<file path="src/rtl/ysyx_24080014_pkg.sv">
// Shared definitions for the instruction fetch unit: FSM state encoding,
// the boot PC and the fault-cause codes reported to the trap logic.
package ysyx_24080014_pkg;

    typedef enum logic [2:0] {
        S_BOOT  = 3'd0,
        S_REQ   = 3'd1,
        S_RESP  = 3'd2,
        S_OUT   = 3'd3,
        S_WAIT  = 3'd4,
        S_FAULT = 3'd5
    } ifu_state_t;

    localparam logic [31:0] RESET_PC_DEFAULT = 32'h8000_0000;

    localparam logic FC_ACCESS   = 1'b0;
    localparam logic FC_MISALIGN = 1'b1;

endpackage

</file>
<file path="src/rtl/ysyx_24080014_pc_reg.sv">
// Architectural PC register with load enable and alignment handling.
// Optional macro IFU_MISALIGN_TRAP_EN: when defined, a misaligned target is
// loaded unmodified and flagged on o_trap; otherwise the low two bits are
// cleared on load and o_trap is constant 0.
module ysyx_24080014_pc_reg
    import ysyx_24080014_pkg::*;
#(
    parameter int              XLEN     = 32,
    parameter logic [XLEN-1:0] RESET_PC = XLEN'(RESET_PC_DEFAULT)
)(
    input  logic            clk,
    input  logic            rst_n,
    input  logic            i_load,
    input  logic [XLEN-1:0] i_next_pc,
    output logic [XLEN-1:0] o_pc,
    output logic            o_trap
);

    logic [XLEN-1:0] r_pc;
    logic [XLEN-1:0] w_load_val;

`ifdef IFU_MISALIGN_TRAP_EN
    // Keep the offending value so the handler can see exactly where it came from
    assign w_load_val = i_next_pc;
    assign o_trap     = |i_next_pc[1:0];
`else
    // Without the trap path every target is forced onto a word boundary
    assign w_load_val = i_next_pc & ~XLEN'(3);
    assign o_trap     = 1'b0;
`endif

    // PC register: boot value on reset, new target whenever a redirect is taken
    always_ff @(posedge clk) begin
        if (!rst_n) begin
            r_pc <= RESET_PC;
        end else if (i_load) begin
            r_pc <= w_load_val;
        end
    end

    assign o_pc = r_pc;

endmodule

</file>
<file path="src/rtl/ysyx_24080014_ifu.sv">
// Instruction fetch unit: owns the PC, issues one imem request per redirect,
// hands the returned word to decode and waits for the next-PC selector.
// Optional macro IFU_MISALIGN_TRAP_EN enables the misaligned-target fault.
module ysyx_24080014_ifu
    import ysyx_24080014_pkg::*;
#(
    parameter int              XLEN     = 32,
    parameter logic [XLEN-1:0] RESET_PC = XLEN'(RESET_PC_DEFAULT)
)(
    input  logic            clk,
    input  logic            rst_n,
    input  logic            npc_valid,
    input  logic [XLEN-1:0] next_pc,
    output logic            imem_req_valid,
    input  logic            imem_req_ready,
    output logic [XLEN-1:0] imem_req_addr,
    input  logic            imem_resp_valid,
    output logic            imem_resp_ready,
    input  logic [XLEN-1:0] imem_resp_data,
    input  logic            imem_resp_err,
    output logic            inst_valid,
    input  logic            inst_ready,
    output logic [XLEN-1:0] inst,
    output logic [XLEN-1:0] inst_pc,
    output logic            fetch_fault,
    output logic            fault_cause,
    output logic [31:0]     fetch_cnt
);

    ifu_state_t      r_state;
    ifu_state_t      w_state_nxt;
    logic [XLEN-1:0] w_pc;
    logic            w_trap;
    logic            w_redirect;
    logic            w_resp_fire;
    logic            w_handoff;
    logic [XLEN-1:0] r_inst;
    logic [XLEN-1:0] r_inst_pc;
    logic            r_fault;
    logic [31:0]     r_fetch_cnt;

    // A redirect is only taken once the current instruction has left the IFU
    assign w_redirect  = npc_valid && ((r_state == S_WAIT) || (r_state == S_FAULT) ||
                                       ((r_state == S_OUT) && inst_ready));
    assign w_resp_fire = (r_state == S_RESP) && imem_resp_valid;
    assign w_handoff   = (r_state == S_OUT) && inst_ready;

    ysyx_24080014_pc_reg #(
        .XLEN     (XLEN),
        .RESET_PC (RESET_PC)
    ) u_pc_reg (
        .clk       (clk),
        .rst_n     (rst_n),
        .i_load    (w_redirect),
        .i_next_pc (next_pc),
        .o_pc      (w_pc),
        .o_trap    (w_trap)
    );

    // FSM state register
    always_ff @(posedge clk) begin
        if (!rst_n) begin
            r_state <= S_BOOT;
        end else begin
            r_state <= w_state_nxt;
        end
    end

    // FSM next-state logic
    always_comb begin
        w_state_nxt = r_state;
        case (r_state)
            S_BOOT:  w_state_nxt = S_REQ;
            S_REQ:   if (imem_req_ready) w_state_nxt = S_RESP;
            S_RESP:  if (imem_resp_valid) w_state_nxt = imem_resp_err ? S_FAULT : S_OUT;
            S_OUT:   if (inst_ready) begin
                         if (npc_valid) w_state_nxt = w_trap ? S_FAULT : S_REQ;
                         else           w_state_nxt = S_WAIT;
                     end
            S_WAIT:  if (npc_valid) w_state_nxt = w_trap ? S_FAULT : S_REQ;
            S_FAULT: if (npc_valid) w_state_nxt = w_trap ? S_FAULT : S_REQ;
            default: w_state_nxt = S_BOOT;
        endcase
    end

    // FSM handshake outputs, forced low while reset is asserted
    always_comb begin
        imem_req_valid  = 1'b0;
        imem_resp_ready = 1'b0;
        inst_valid      = 1'b0;
        if (rst_n) begin
            case (r_state)
                S_REQ:   imem_req_valid  = 1'b1;
                S_RESP:  imem_resp_ready = 1'b1;
                S_OUT:   inst_valid      = 1'b1;
                default: ;
            endcase
        end
    end

    // Instruction/PC capture; a misaligned trap exposes the bad target on inst_pc
    always_ff @(posedge clk) begin
        if (!rst_n) begin
            r_inst    <= '0;
            r_inst_pc <= '0;
        end else if (w_resp_fire && !imem_resp_err) begin
            r_inst    <= imem_resp_data;
            r_inst_pc <= w_pc;
        end else if (w_redirect && w_trap) begin
            r_inst_pc <= next_pc;
        end
    end

    // Fault flag: set by a faulting response or trapped target, cleared by a clean redirect
    always_ff @(posedge clk) begin
        if (!rst_n) begin
            r_fault <= 1'b0;
        end else if (w_resp_fire && imem_resp_err) begin
            r_fault <= 1'b1;
        end else if (w_redirect) begin
            r_fault <= w_trap;
        end
    end

`ifdef IFU_MISALIGN_TRAP_EN
    logic r_cause;

    // Fault cause: remembers which of the two fault sources fired last
    always_ff @(posedge clk) begin
        if (!rst_n) begin
            r_cause <= FC_ACCESS;
        end else if (w_resp_fire && imem_resp_err) begin
            r_cause <= FC_ACCESS;
        end else if (w_redirect && w_trap) begin
            r_cause <= FC_MISALIGN;
        end
    end

    assign fault_cause = r_cause;
`else
    assign fault_cause = FC_ACCESS;
`endif

    // Count of instructions accepted by decode, free-running with wrap
    always_ff @(posedge clk) begin
        if (!rst_n) begin
            r_fetch_cnt <= '0;
        end else if (w_handoff) begin
            r_fetch_cnt <= r_fetch_cnt + 32'd1;
        end
    end

    assign imem_req_addr = w_pc;
    assign inst          = r_inst;
    assign inst_pc       = r_inst_pc;
    assign fetch_fault   = r_fault;
    assign fetch_cnt     = r_fetch_cnt;

endmodule

</file>
<file path="config.mk">
export PLATFORM = sky130hd
export DESIGN_NAME = ysyx_24080014_ifu
export DESIGN_NICKNAME = d
export VERILOG_FILES = /design/src/rtl/ysyx_24080014_pkg.sv /design/src/rtl/ysyx_24080014_pc_reg.sv /design/src/rtl/ysyx_24080014_ifu.sv
export SDC_FILE = /design/constraint.sdc
export NUM_CORES = 1
export LEC_CHECK = 0
export CAP_MARGIN = 30
export CORE_ASPECT_RATIO = 1.25
export CORE_MARGIN = 2
export CORE_UTILIZATION = 48
export CTS_BUF_LIST = sky130_fd_sc_hd__clkbuf_8
export CTS_CLUSTER_SIZE = 20
export DETAILED_ROUTE_END_ITERATION = 10
export PLACE_DENSITY = 0.86
export SYNTH_ARGS = -nofsm -noshare
export SYNTH_HDL_FRONTEND = slang
export SYNTH_SLANG_ARGS = --single-unit
export TNS_END_PERCENT = 1
</file>
<file path="constraint.sdc">
create_clock -name clk -period 3.99 [get_ports clk]
set_clock_uncertainty 0.1 [all_clocks]
set_input_delay 0.5985 -clock clk [delete_from_list [all_inputs] [get_ports clk]]
set_output_delay 0.5985 -clock clk [all_outputs]
set_load 0.01 [all_outputs]
</file>
Yosys cells after proc, flatten, opt, wreduce, memory -nomap -nowiden
Index checks and enable logic that the tools add are counted.
W data, S select, Z words.
{"block": "totals", "reg_bits": 128, "inputBits": 71, "out_inout_bits": 133}
{"block": "classes", "add_sub_neg": 1, "eq_ne": 9, "n_mux": 15, "reduce_logical": 12}
{"cell": "$add A32 B1 Y32 const B", "n": 1}
{"cell": "$mux W3", "n": 6}
{"cell": "$pmux W3 S5", "n": 1}
{"cell": "$mux W1", "n": 8}
{"cell": "$eq A3 B2 Y1 const B", "n": 2}
{"cell": "$eq A3 B3 Y1 const B", "n": 2}
{"cell": "$ne A2 B2 Y1 const B", "n": 3}
{"cell": "$logic_and A1 B1 Y1", "n": 5}
{"cell": "$reduce_and A4 Y1", "n": 1}
{"cell": "$eq A3 B1 Y1 const B", "n": 1}
{"cell": "$logic_not A3 Y1", "n": 1}
{"cell": "$logic_or A1 B1 Y1", "n": 2}
{"cell": "$ne A2 B1 Y1 const B", "n": 1}
{"cell": "$reduce_bool A2 Y1", "n": 1}
{"cell": "$reduce_or A2 Y1", "n": 1}
{"cell": "$logic_not A1 Y1", "n": 1}

Longest topological paths before layout
{"block": "logic_depth", "depth_word": 6, "ltp_mapped": 7, "depth_no_buf": 5}

Hierarchy
A second synthesis with hierarchy kept.
{"block": "unflattened", "cells_unflattened": 648, "area_unflattened_um2": 5490.3}
{"mod": "ysyx_24080014_ifu", "instances": 1, "cells_each": 547, "area_each_um2": 4295.4, "seq_area_each_um2": 2001.9}
{"mod": "ysyx_24080014_pc_reg", "instances": 1, "cells_each": 101, "area_each_um2": 1194.9, "seq_area_each_um2": 600.6}

Least setup slack after synthesis
No wires, ideal clock.
{"block": "synth_timing", "path_kind": "in2out", "startpoint": "input rst_n", "endpoint": "output imem_resp_ready", "t_arrival_ns": 1.210, "t_required_ns": 3.292, "path_slack_ns": 2.082, "path_stages": 3, "path_buffers": 1, "cell_sequence": "clkinv_1 -> clkbuf_1 -> nor3_1"}
{"block": "synth_via", "elab_chain_len": 1}
{"item": "from (decl)", "line": "ysyx_24080014_ifu.sv:11", "rtl": "input logic rst_n,"}
{"item": "$mux W1", "line": "ysyx_24080014_ifu.sv:91", "rtl": "if (rst_n) begin"}
{"item": "to (decl)", "line": "ysyx_24080014_ifu.sv:18", "rtl": "output logic imem_resp_ready,"}
No other way between the ends.

Worst setup path after layout
Ends and elaborated chain as after synthesis.

==> key figures <==
STA
  – Setup violations, final: 0
  – Post-layout min period: 2.91 ns
  – Slew Limit Fails: 0
  – Maximum clock rate: approximately 340 MHz
  – Unrepaired setup endpoints after global routing: no
  – Setup TNS: 0 ns
  – Final hold viol count: 0
  – Hold WS: 0.356 ns
  – Worst-Margin Slew: 0.665 ns
  – Final worst path period share: 73.0%
  – Max_slew headroom: between 50% and 60%

Min path
  – Worst Hold Depth: 2
  – Hold path endpoint: inst_pc[24]$_SDFFE_PN0P_
  – Hold path startpoint: inst_pc[24]$_SDFFE_PN0P_
  – Path category of the worst min-delay check: flop to flop

GRT
  – Global-route wire length before repair: about 22000 µm
  – GRT Total Usage: between 20% and 30%
  – GRT overflow: 0
  – Initial antenna violation count: 0
  – Largest net degree at the start of global routing: approximately 80
  – Vias in the first global route: 4767

Floorplan
  – Die X: approximately 95 µm
  – Row count: 41
  – Die Area: 11300 µm²
  – Initial Util: 49.5%
  – I/O pins: 204
  – Die Y: between 100 and 150 µm
  – CORE AREA: 10100 µm²

Setup path
  – CP Max Fanout: 11
  – Reg-to-reg startpoint: r_state[0]$_SDFFE_PN0P_
  – Arrival time at the worst endpoint: 2.21 ns
  – Endpoint type of the worst setup path: output pin
  – Critical path class: input pin to output pin
  – Reg2Reg Setup Slack: 1.38 ns
  – Worst R2R End: fetch_cnt[29]$_SDFFE_PN0P_
  – R2R cell count: 4
  – WP data required: 3.29 ns
  – Startpoint types: input pin

Cells and area
  – # fillers: around 770
  – Syn-to-layout area delta: 48.5%
  – Nets: 871
  – Share of layout cells above drive strength 1: roughly 5.5%
  – Final core utilization: between 70% and 80%
  – Diodes inserted: 0

Drt
  – DR pass1 iterations: 4
  – DR WL/cell: 15.0 µm
  – Post-DR vias/cell: 5.27
  – Total number of vias: 4962
  – Final WL: 14100 µm
  – Number of remaining DRC errors: 0
  – DRT antenna net count: 0
  – Initial DRC count: 224

Yosys
  – Top-area cell type share of the netlist area: 51.3%
  – Cell taking the most area after synthesis: dfxtp_1
  – Flop and latch count out of synthesis: approximately 130
  – Cells taking the most area after synthesis: dfxtp_1, nand2_1, a21oi_1
  – Syn Area/Cell: between 8 and 9 µm²
  – Sequential-to-total area share from yosys stat: 51.3%
  – Mapped Area: 5000 µm²
  – Post-synth EDFFs: 0
  – Yosys cell types: 40
  – Post-Synthesis Cells: 622
  – Post-synth top flop: dfxtp_1
  – Async S/R FF share, synth: 0%
  – Synthesis warning total: 0

Run status
  – Status: completed

CTS
  – Clock tree buffer depth: 2
  – Cts hold-fix bufs: 0
  – Number of CTS-inserted buffers: 17
  – CTS Sinks: approximately 130
  – Setup Buffers After CTS: 0
  – CTS tree: done
  – H-tree Lvls: 4
  – Clk pin slew, worst setup/hold paths: around 0.070 ns
  – Post-CTS Resized: 0
  – Clock latency on the worst-skew pair: 0.42 ns
  – Clk root buf: clkbuf_8

Placement
  – HPWL after detailed placement: 9840 µm
  – RD Place Congestion: 0.818
  – Number of port buffers: 196

Pwr
  – Pwr Density: 377 nW/µm²
  – P_leak: 0.00246 µW
  – Worst VDD drop: 256 µV

Job
  – Max Cap Viol: 0
[placed cells by master (no fill, tap or decap), drive strengths merged, types with 10 or more instances in the layout]
cell / netlist / layout
nand2: 199 / 199
clkdlybuf4s50: 0 / 196
dfxtp: 128 / 128
a21oi: 113 / 113
clkbuf: 26 / 19
o31ai: 14 / 14
or4: 14 / 14
nand3: 12 / 12
nor2: 12 / 12
nand4: 10 / 10
[worst max-delay path, cell delays in order]
cell,delay [ns]
clkdlybuf4s50_1,0.73
clkinv_2,0.11
nor3_1,0.18
clkdlybuf4s50_1,0.59
[cell type report]
cell class,instances,area [µm²],area share [%]
Clock buffer,19,262,3.52
Clock inverter,13,161,2.18
Inverter,6,23.8,0.320
Multi-Input combinational cell,444,2220,29.9
Sequential cell,128,2560,34.5
Tap cell,129,161,2.18
Timing Repair Buffer,202,2030,27.4
[layer usage]
| metal | track usage, % | part of all wire [%] | wire length [µm] |
|---|---|---|---|
| met3 | 6.59 | 7.2 | 1010 |
| met4 | 11.1 | 2.3 | 323 |
| met2 | 43.0 | 51 | 7230 |
| met1 | 27.9 | 39 | 5530 |
| met5 | 0 | 0 | 0 |
[flip-flops by register name (all words and copies together), names as in the netlist]
| signal | flops |
|---|---|
| fetch_cnt | 32 |
| fetch_fault | 1 |
| inst | 32 |
| inst_pc | 30 |
| r_state | 3 |
| u_pc_reg.o_pc | 30 |
[worst max path at each step]
stage               startpoint                         end  slack [ns]  cells past startpoint
finish                   rst_n             imem_resp_ready        1.08                      4
global route             rst_n             imem_resp_ready        0.97                      4
CTS                      rst_n             imem_resp_ready        1.08                      4
detailed placement  inst_ready  fetch_cnt[28]$_SDFFE_PN0P_        0.99                      5
global placement    inst_ready  fetch_cnt[28]$_SDFFE_PN0P_        1.03                      5
floorplan                rst_n             imem_resp_ready        2.08                      3
[stage by stage]
step	cells	setup slack [ns]	power (µW)	cell area (µm²)
floorplan	626	2.08	1510	5010
global placement	907	1.03	1660	6960
CTS	941	1.08	2830	7420
detailed placement	909	0.987	1680	7000
finish	941	1.08	2800	7420
global route	941	0.970	2910	7420
[kinds of logic (layout without fill, tap and decap cells)]
| kind of cell | Yosys count | count (layout) | synth area share, % |
|---|---|---|---|
| muxes | 5 | 5 | 1.05 |
| and+or+nand+nor | 282 | 282 | 25.4 |
| DFF | 128 | 128 | 51.3 |
| buffers and inverters | 54 | 240 | 4.96 |
| AOI/OAI and AO/OA | 142 | 142 | 15.4 |
| xor gates and xnor gates | 9 | 9 | 1.58 |
| adders and majority gates | 1 | 1 | 0.250 |
| other | 1 | 5 | 0.0750 |
[cells in the mapped netlist, drive strengths merged (3+ instances only)]
library cell and n:
clkbuf 26, nand2 199, or4 14, dfxtp 128, inv 5, a21oi 113
nand4 10, nor2 12, nand2b 4, nor3 3, and2 3, or3 5
o21ai 6, and4 4, o31ai 14, xor2 7, buf 22, nand3 12
o21a 3, and3 7, mux2i 3
[report_power, final]
group	switching (µW)	internal, µW
clock	499	651
sequential	30.9	1310
combinational	148	160
Note: power is estimated with default switching activity, not from simulation.
